--- src/rtl/apb_event_pkg.sv ---
// Shared definitions for the APB event completer.
// Address map, CTRL bit positions and completer FSM states.
package apb_event_pkg;

  localparam logic [3:0] ACC_A_ADDR = 4'h0;
  localparam logic [3:0] ACC_B_ADDR = 4'h4;
  localparam logic [3:0] ACC_C_ADDR = 4'h8;
  localparam logic [3:0] CTRL_ADDR  = 4'hC;

  localparam int CTRL_NZ_LSB  = 0;
  localparam int CTRL_SAT_LSB = 4;
  localparam int NUM_ACC      = 3;

  typedef enum logic [1:0] {
    IDLE   = 2'd0,
    SETUP  = 2'd1,
    ACCESS = 2'd2
  } apb_state_t;

endpackage

--- src/rtl/sat_accumulator.sv ---
// One saturating event accumulator with W1C-style clear.
// Sticky sat flag and combinational non-zero flag.
module sat_accumulator #(
  parameter int DATA_W = 32
) (
  input  logic              clk,
  input  logic              reset,
  input  logic              add_en,
  input  logic              clr,
  input  logic [DATA_W-1:0] add_data,
  output logic [DATA_W-1:0] acc,
  output logic              sat,
  output logic              nz
);

  logic [DATA_W:0] sum;

  assign sum = {1'b0, acc} + {1'b0, add_data};
  assign nz  = |acc;

  always_ff @(posedge clk or negedge reset) begin
    if (!reset) begin
      acc <= '0;
      sat <= 1'b0;
    end else if (clr) begin
      acc <= '0;
      sat <= 1'b0;
    end else if (add_en) begin
      if (sum[DATA_W]) begin
        acc <= '1;
        sat <= 1'b1;
      end else begin
        acc <= sum[DATA_W-1:0];
      end
    end
  end

endmodule

--- src/rtl/apb_event_completer.sv ---
// APB3 completer accumulating event writes into three saturating counters.
// Define APB_COMPLETER_WAIT_EN to insert one wait state per transfer.
module apb_event_completer
  import apb_event_pkg::*;
#(
  parameter int ADDR_W = 4,
  parameter int DATA_W = 32
) (
  input  logic              clk,
  input  logic              reset,
  input  logic              psel_i,
  input  logic              penable_i,
  input  logic              pwrite_i,
  input  logic [ADDR_W-1:0] paddr_i,
  input  logic [DATA_W-1:0] pwdata_i,
  output logic [DATA_W-1:0] prdata_o,
  output logic              pready_o,
  output logic              pslverr_o,
  output logic [2:0]        acc_nz_o,
  output logic [2:0]        sat_o
);

  apb_state_t        state;
  logic [ADDR_W-1:0] addr_q;
  logic [DATA_W-1:0] wdata_q;
  logic              write_q;

  logic [DATA_W-1:0] acc [NUM_ACC];
  logic [NUM_ACC-1:0] add_en;
  logic [NUM_ACC-1:0] clr;

  logic              setup_seen;
  logic              commit;
  logic [ADDR_W-1:0] dec_addr;
  logic              dec_write;
  logic              dec_err;
  logic [3:0]        dec_word;
  logic [DATA_W-1:0] dec_rdata;
  logic [DATA_W-1:0] ctrl_word;

  assign setup_seen = psel_i & ~penable_i;

  // Response is computed on the edge that raises pready_o.
`ifdef APB_COMPLETER_WAIT_EN
  assign dec_addr  = addr_q;
  assign dec_write = write_q;
`else
  assign dec_addr  = paddr_i;
  assign dec_write = pwrite_i;
`endif

  assign dec_err  = ((dec_addr >> 4) != '0) || (dec_addr[1:0] != 2'b00);
  assign dec_word = {dec_addr[3:2], 2'b00};

  always_comb begin
    ctrl_word = '0;
    ctrl_word[CTRL_NZ_LSB +: 3]  = acc_nz_o;
    ctrl_word[CTRL_SAT_LSB +: 3] = sat_o;
  end

  always_comb begin
    dec_rdata = '0;
    case (dec_word)
      ACC_A_ADDR: dec_rdata = acc[0];
      ACC_B_ADDR: dec_rdata = acc[1];
      ACC_C_ADDR: dec_rdata = acc[2];
      CTRL_ADDR:  dec_rdata = ctrl_word;
      default:    dec_rdata = '0;
    endcase
  end

  assign commit = (state == ACCESS) & psel_i & penable_i
                & write_q & ~pslverr_o;

  always_comb begin
    add_en = '0;
    clr    = '0;
    for (int i = 0; i < NUM_ACC; i++) begin
      add_en[i] = commit && (addr_q[3:2] == 2'(i));
      clr[i]    = commit && (addr_q[3:2] == 2'd3) && wdata_q[i];
    end
  end

  for (genvar i = 0; i < NUM_ACC; i++) begin : g_acc
    sat_accumulator #(
      .DATA_W(DATA_W)
    ) u_acc (
      .clk      (clk),
      .reset    (reset),
      .add_en   (add_en[i]),
      .clr      (clr[i]),
      .add_data (wdata_q),
      .acc      (acc[i]),
      .sat      (sat_o[i]),
      .nz       (acc_nz_o[i])
    );
  end

  always_ff @(posedge clk or negedge reset) begin
    if (!reset) begin
      state     <= IDLE;
      addr_q    <= '0;
      wdata_q   <= '0;
      write_q   <= 1'b0;
      pready_o  <= 1'b0;
      pslverr_o <= 1'b0;
      prdata_o  <= '0;
    end else begin
      pready_o  <= 1'b0;
      pslverr_o <= 1'b0;
      prdata_o  <= '0;
      unique case (state)
        IDLE: begin
          if (setup_seen) begin
            addr_q  <= paddr_i;
            wdata_q <= pwdata_i;
            write_q <= pwrite_i;
`ifdef APB_COMPLETER_WAIT_EN
            state   <= SETUP;
`else
            state     <= ACCESS;
            pready_o  <= 1'b1;
            pslverr_o <= dec_err;
            prdata_o  <= (dec_err || dec_write) ? '0 : dec_rdata;
`endif
          end
        end
        SETUP: begin
          // Wait state; abandon if the initiator drops select.
          if (psel_i && penable_i) begin
            state     <= ACCESS;
            pready_o  <= 1'b1;
            pslverr_o <= dec_err;
            prdata_o  <= (dec_err || dec_write) ? '0 : dec_rdata;
          end else begin
            state <= IDLE;
          end
        end
        ACCESS: begin
          state <= IDLE;
        end
        default: begin
          state <= IDLE;
        end
      endcase
    end
  end

endmodule

--- config.mk ---
export PLATFORM = sky130hd
export DESIGN_NAME = apb_event_completer
export DESIGN_NICKNAME = d
export VERILOG_FILES = /design/src/rtl/apb_event_pkg.sv /design/src/rtl/sat_accumulator.sv /design/src/rtl/apb_event_completer.sv
export SDC_FILE = /design/constraint.sdc
export NUM_CORES = 1
export LEC_CHECK = 0
export CAP_MARGIN = 30
export CORE_AREA = 2 2 140 142
export CTS_CLUSTER_SIZE = 28
export DETAILED_ROUTE_END_ITERATION = 16
export DIE_AREA = 0 0 142 144
export DONT_BUFFER_PORTS = 1
export GPL_TIMING_DRIVEN = 0
export PLACE_DENSITY = 0.8
export SYNTH_ARGS = -nofsm -noshare
export SYNTH_HDL_FRONTEND = slang
export SYNTH_SLANG_ARGS = --single-unit
--- constraint.sdc ---
create_clock -name clk -period 4.39 [get_ports clk]
set_input_delay 0.439 -clock clk [delete_from_list [all_inputs] [get_ports clk]]
set_output_delay 0.439 -clock clk [all_outputs]
set_load 0.01 [all_outputs]
==> flow_metrics.env <==
export IMPL_status="finished, final reports clean"
export IMPL_coreArea_sq_um=19080
export IMPL_final_cells=1653
export IMPL_synth_fp_nets=1521
export IMPL_fp_dieW_microns=142
export IMPL_grt_max_degree=170
export IMPL_postCtsResizedCells=0
export IMPL_syn_area_per_cell_sq_um=8.709
export IMPL_row_count=51
export IMPL_crit_fanout=10
export IMPL_ys_seq_elements=169
export IMPL_yosysWarnings=0
export IMPL_slew_headroom=0.3178
export IMPL_ios=81
export IMPL_r2r_cells=12
export IMPL_cts_sinks=169
export IMPL_rsz0062_at_grt="no"
export IMPL_worstHoldPathType="in -> async"
export IMPL_io_buffer_count=0
export IMPL_cp_data_arrival_time_ns=4.13
export IMPL_layout_drive_gt1_share=0.07350
export IMPL_synth_ff_type="dfrtp_1"
export IMPL_gr_total_overflow=0
export IMPL_tns_ns=0
export IMPL_start_util=0.6304
export IMPL_firstDrtPassIters=5
export IMPL_skew_ns=0.01256
export IMPL_clkTransAtPathRegs_ns=0.08
export IMPL_cts_tree="built"
export IMPL_grt_pass1_wl_microns=55130
export IMPL_yosysUniqueCellTypes=64
export IMPL_gp_congestion=0.9871
export IMPL_synthesis_area_sq_um=12030
export IMPL_grt_antenna_before_repair=1
export IMPL_drc=0
export IMPL_wl_per_cell_microns=21.63
export IMPL_drv_slew=0
export IMPL_worst_ep_required_time_ns=4.70
export IMPL_startpoint_type="register"
export IMPL_grt_pass1_vias=10259
export IMPL_drt_initial_drc_count=916
export IMPL_yosysTopAreaCell="dfrtp_1"
export IMPL_setup_viol=0
export IMPL_area_growth_pct=7.583
export IMPL_fmax_ghz=0.2618
export IMPL_dp_cells=1621
export IMPL_yosysTopAreaCellShare=0.3516
export IMPL_hpwl_microns=27510
export IMPL_cts_buffers=17
export IMPL_slowest_stage="dfrtp_1"
export IMPL_finalCritPeriodShare=0.8700
export IMPL_ir_drop_mv=0.2803
export IMPL_power_density_nw_per_um2=589.7
export IMPL_p_leak_nw=6.463
export IMPL_synth_area_leaders="dfrtp_1, ha_1, nand2_1"
export IMPL_post_cts_buffers=0
export IMPL_cp_end_kind="register"
export IMPL_vias=10842
export IMPL_clockRootBuffer="clkbuf_16"
export IMPL_vias_per_cell=6.559
export IMPL_reg2reg_from="wdata_q[0]$_DFFE_PN0P_"
export IMPL_r2r_slack_ns=0.57
export IMPL_synth_edff_count=0
export IMPL_maxCapViolCount=0
export IMPL_async_flop_share=1.000
export IMPL_diodes=0
export IMPL_slowest_delay_ns=0.50
export IMPL_fin_crit_ns=3.819
export IMPL_wl_microns=35760
export IMPL_crit_chain="ha_1 -> fa_1 -> a211oi_1 -> o21ai_0 -> nand4_1 -> nand3_1 -> a211oi_1 -> nor4b_1 -> o22a_1 -> clkbuf_1 -> o21ai_0 -> nand2_1"
export IMPL_ys_seq_area_frac=0.3516
export IMPL_h_tree_depth=4
export IMPL_synthCells=1381
export IMPL_hold_viol=0
export IMPL_grt_total_usage=0.3540
export IMPL_r2r_end="g_acc[2].u_acc.acc[24]$_DFFE_PN0P_"
export IMPL_criticalPathCategory="reg -> reg"
export IMPL_fp_dieH_microns=144
export IMPL_dieArea_sq_um=20450
export IMPL_antenna_left=0
export IMPL_clk_insertion_delay_late_ns=0.44
export IMPL_layout_nets=1543
export IMPL_clk_path_buf_depth=2
export IMPL_worstMarginPinSlew_ns=1.021
## routing by layer
metal / global-route usage / wire (microns) / vias to the layer above
li1: - / - / 5103
met3: 0.08974 / 3244 / 85
met2: 0.5614 / 16130 / 470
met1: 0.4704 / 15210 / 5184
met4: 0.1321 / 1167 / 0
met5: 0 / 0 / -
## synthesized netlist by cell type, drive strengths merged, types with 17 or more instances
cell type and instances:
nand4 25, nand3 24, nor4 28, inv 23
mux2 33, mux2i 27, xor2 39, a21o 58
nand2 212, dfrtp 169, o21ai 123, a211oi 17
o211ai 21, xnor2 36, nor2 100, clkbuf 53
ha 96, a21oi 113
## repair_timing
| action | in CTS | in global routing |
|---|---|---|
| endpoints found under the setup margin | 0 | 0 |
| hold endpoints to repair | 169 | 0 |
| hold buffers | 1 | 0 |
## through the flow
| step | utilization | setup WS (ns) | total power, mW | hold slack (ns) | instance area [sq um] |
|---|---|---|---|---|---|
| after floorplan | - | 1.364 | 5.083 | 0.1434 | 12030 |
| after global placement | 0.6460 | 0.6965 | 5.907 | 0.1485 | 12330 |
| after detailed placement | 0.6465 | 0.6820 | 6.002 | 0.1491 | 12340 |
| after CTS | 0.6782 | 0.6628 | 7.537 | 0.05823 | 12940 |
| after global routing | 0.6782 | 0.3155 | 8.134 | 0.05719 | 12940 |
| final | 0.6782 | 0.5709 | 7.630 | 0.005267 | 12940 |
## how the worst max path moves through the flow
stage | cells after the start | start | endpoint | slack [ns]
global placement | 11 | wdata_q[0]$_DFFE_PN0P_ | g_acc[0].u_acc.acc[26]$_DFFE_PN0P_ | 0.70
detailed placement | 11 | wdata_q[0]$_DFFE_PN0P_ | g_acc[0].u_acc.acc[27]$_DFFE_PN0P_ | 0.68
finish | 12 | wdata_q[0]$_DFFE_PN0P_ | g_acc[2].u_acc.acc[24]$_DFFE_PN0P_ | 0.57
floorplan | 11 | wdata_q[0]$_DFFE_PN0P_ | g_acc[0].u_acc.acc[30]$_DFFE_PN0P_ | 1.36
global route | 12 | wdata_q[0]$_DFFE_PN0P_ | g_acc[2].u_acc.acc[25]$_DFFE_PN0P_ | 0.32
CTS | 11 | wdata_q[0]$_DFFE_PN0P_ | g_acc[0].u_acc.acc[27]$_DFFE_PN0P_ | 0.66
## critical path, delay by kind of cell (launching register included)
family / cells / cell delay [ns]
adder cells (fa/ha/maj): 2 / 0.73
AND/OR/NAND/NOR: 4 / 0.56
buffers and inverters: 1 / 0.33
flip-flops: 1 / 0.50
AO/OA/AOI/OAI: 5 / 1.55
## area by class of cell
cell class	instances	area [sq um]
clock inverter	13	137.6
buffer	68	299.0
sequential	169	4229
inverter	23	86.33
timing repair buffer	3	37.54
multi-input combinational	1121	7413
tap	238	297.8
clock buffer	18	439.2
fill	1532	6140
## sequential cells by signal, indices dropped and copies added (netlist names)
name	flops
write_q	1
addr_q	2
pready_o	1
prdata_o	32
g_acc.u_acc.sat	3
pslverr_o	1
wdata_q	32
state	1
g_acc.u_acc.acc	96
## logic make-up after synthesis
group	after synthesis	share of synthesized area
multiplexers	66	0.06460
AND/OR/NAND/NOR	455	0.1689
flip-flops	169	0.3516
buffers and inverters	91	0.03204
AO/OA/AOI/OAI	426	0.2233
adder cells (fa/ha/maj)	99	0.1049
XOR/XNOR	75	0.05461
## where the power goes
group	internal, mW	leakage, nW	switching (mW)
Clock	0.811	0.283	0.684
Combinational	1.56	3.95	2.12
Sequential	1.87	2.23	0.583
## cell usage in the layout, fill, tap and decap left out, types with 8 or more instances in the layout
master,count
a31oi_1,8
a211oi_1,16
nand4_1,25
nand3_1,24
ha_1,96
inv_1,23
nor4_1,28
o21ai_1,9
a22oi_1,15
nor2b_1,8
and3_1,15
mux2i_1,27
a21oi_1,113
o21a_1,13
o21ai_0,113
buf_2,8
xnor2_1,36
dfrtp_1,169
nor3_1,12
xor2_1,39
clkbuf_1,51
o211ai_1,21
mux2_2,33
clkbuf_16,17
nand2_1,212
a21o_1,58
o21bai_1,10
nor2_1,100
No activity file was read; power rests on OpenSTA's default activity.
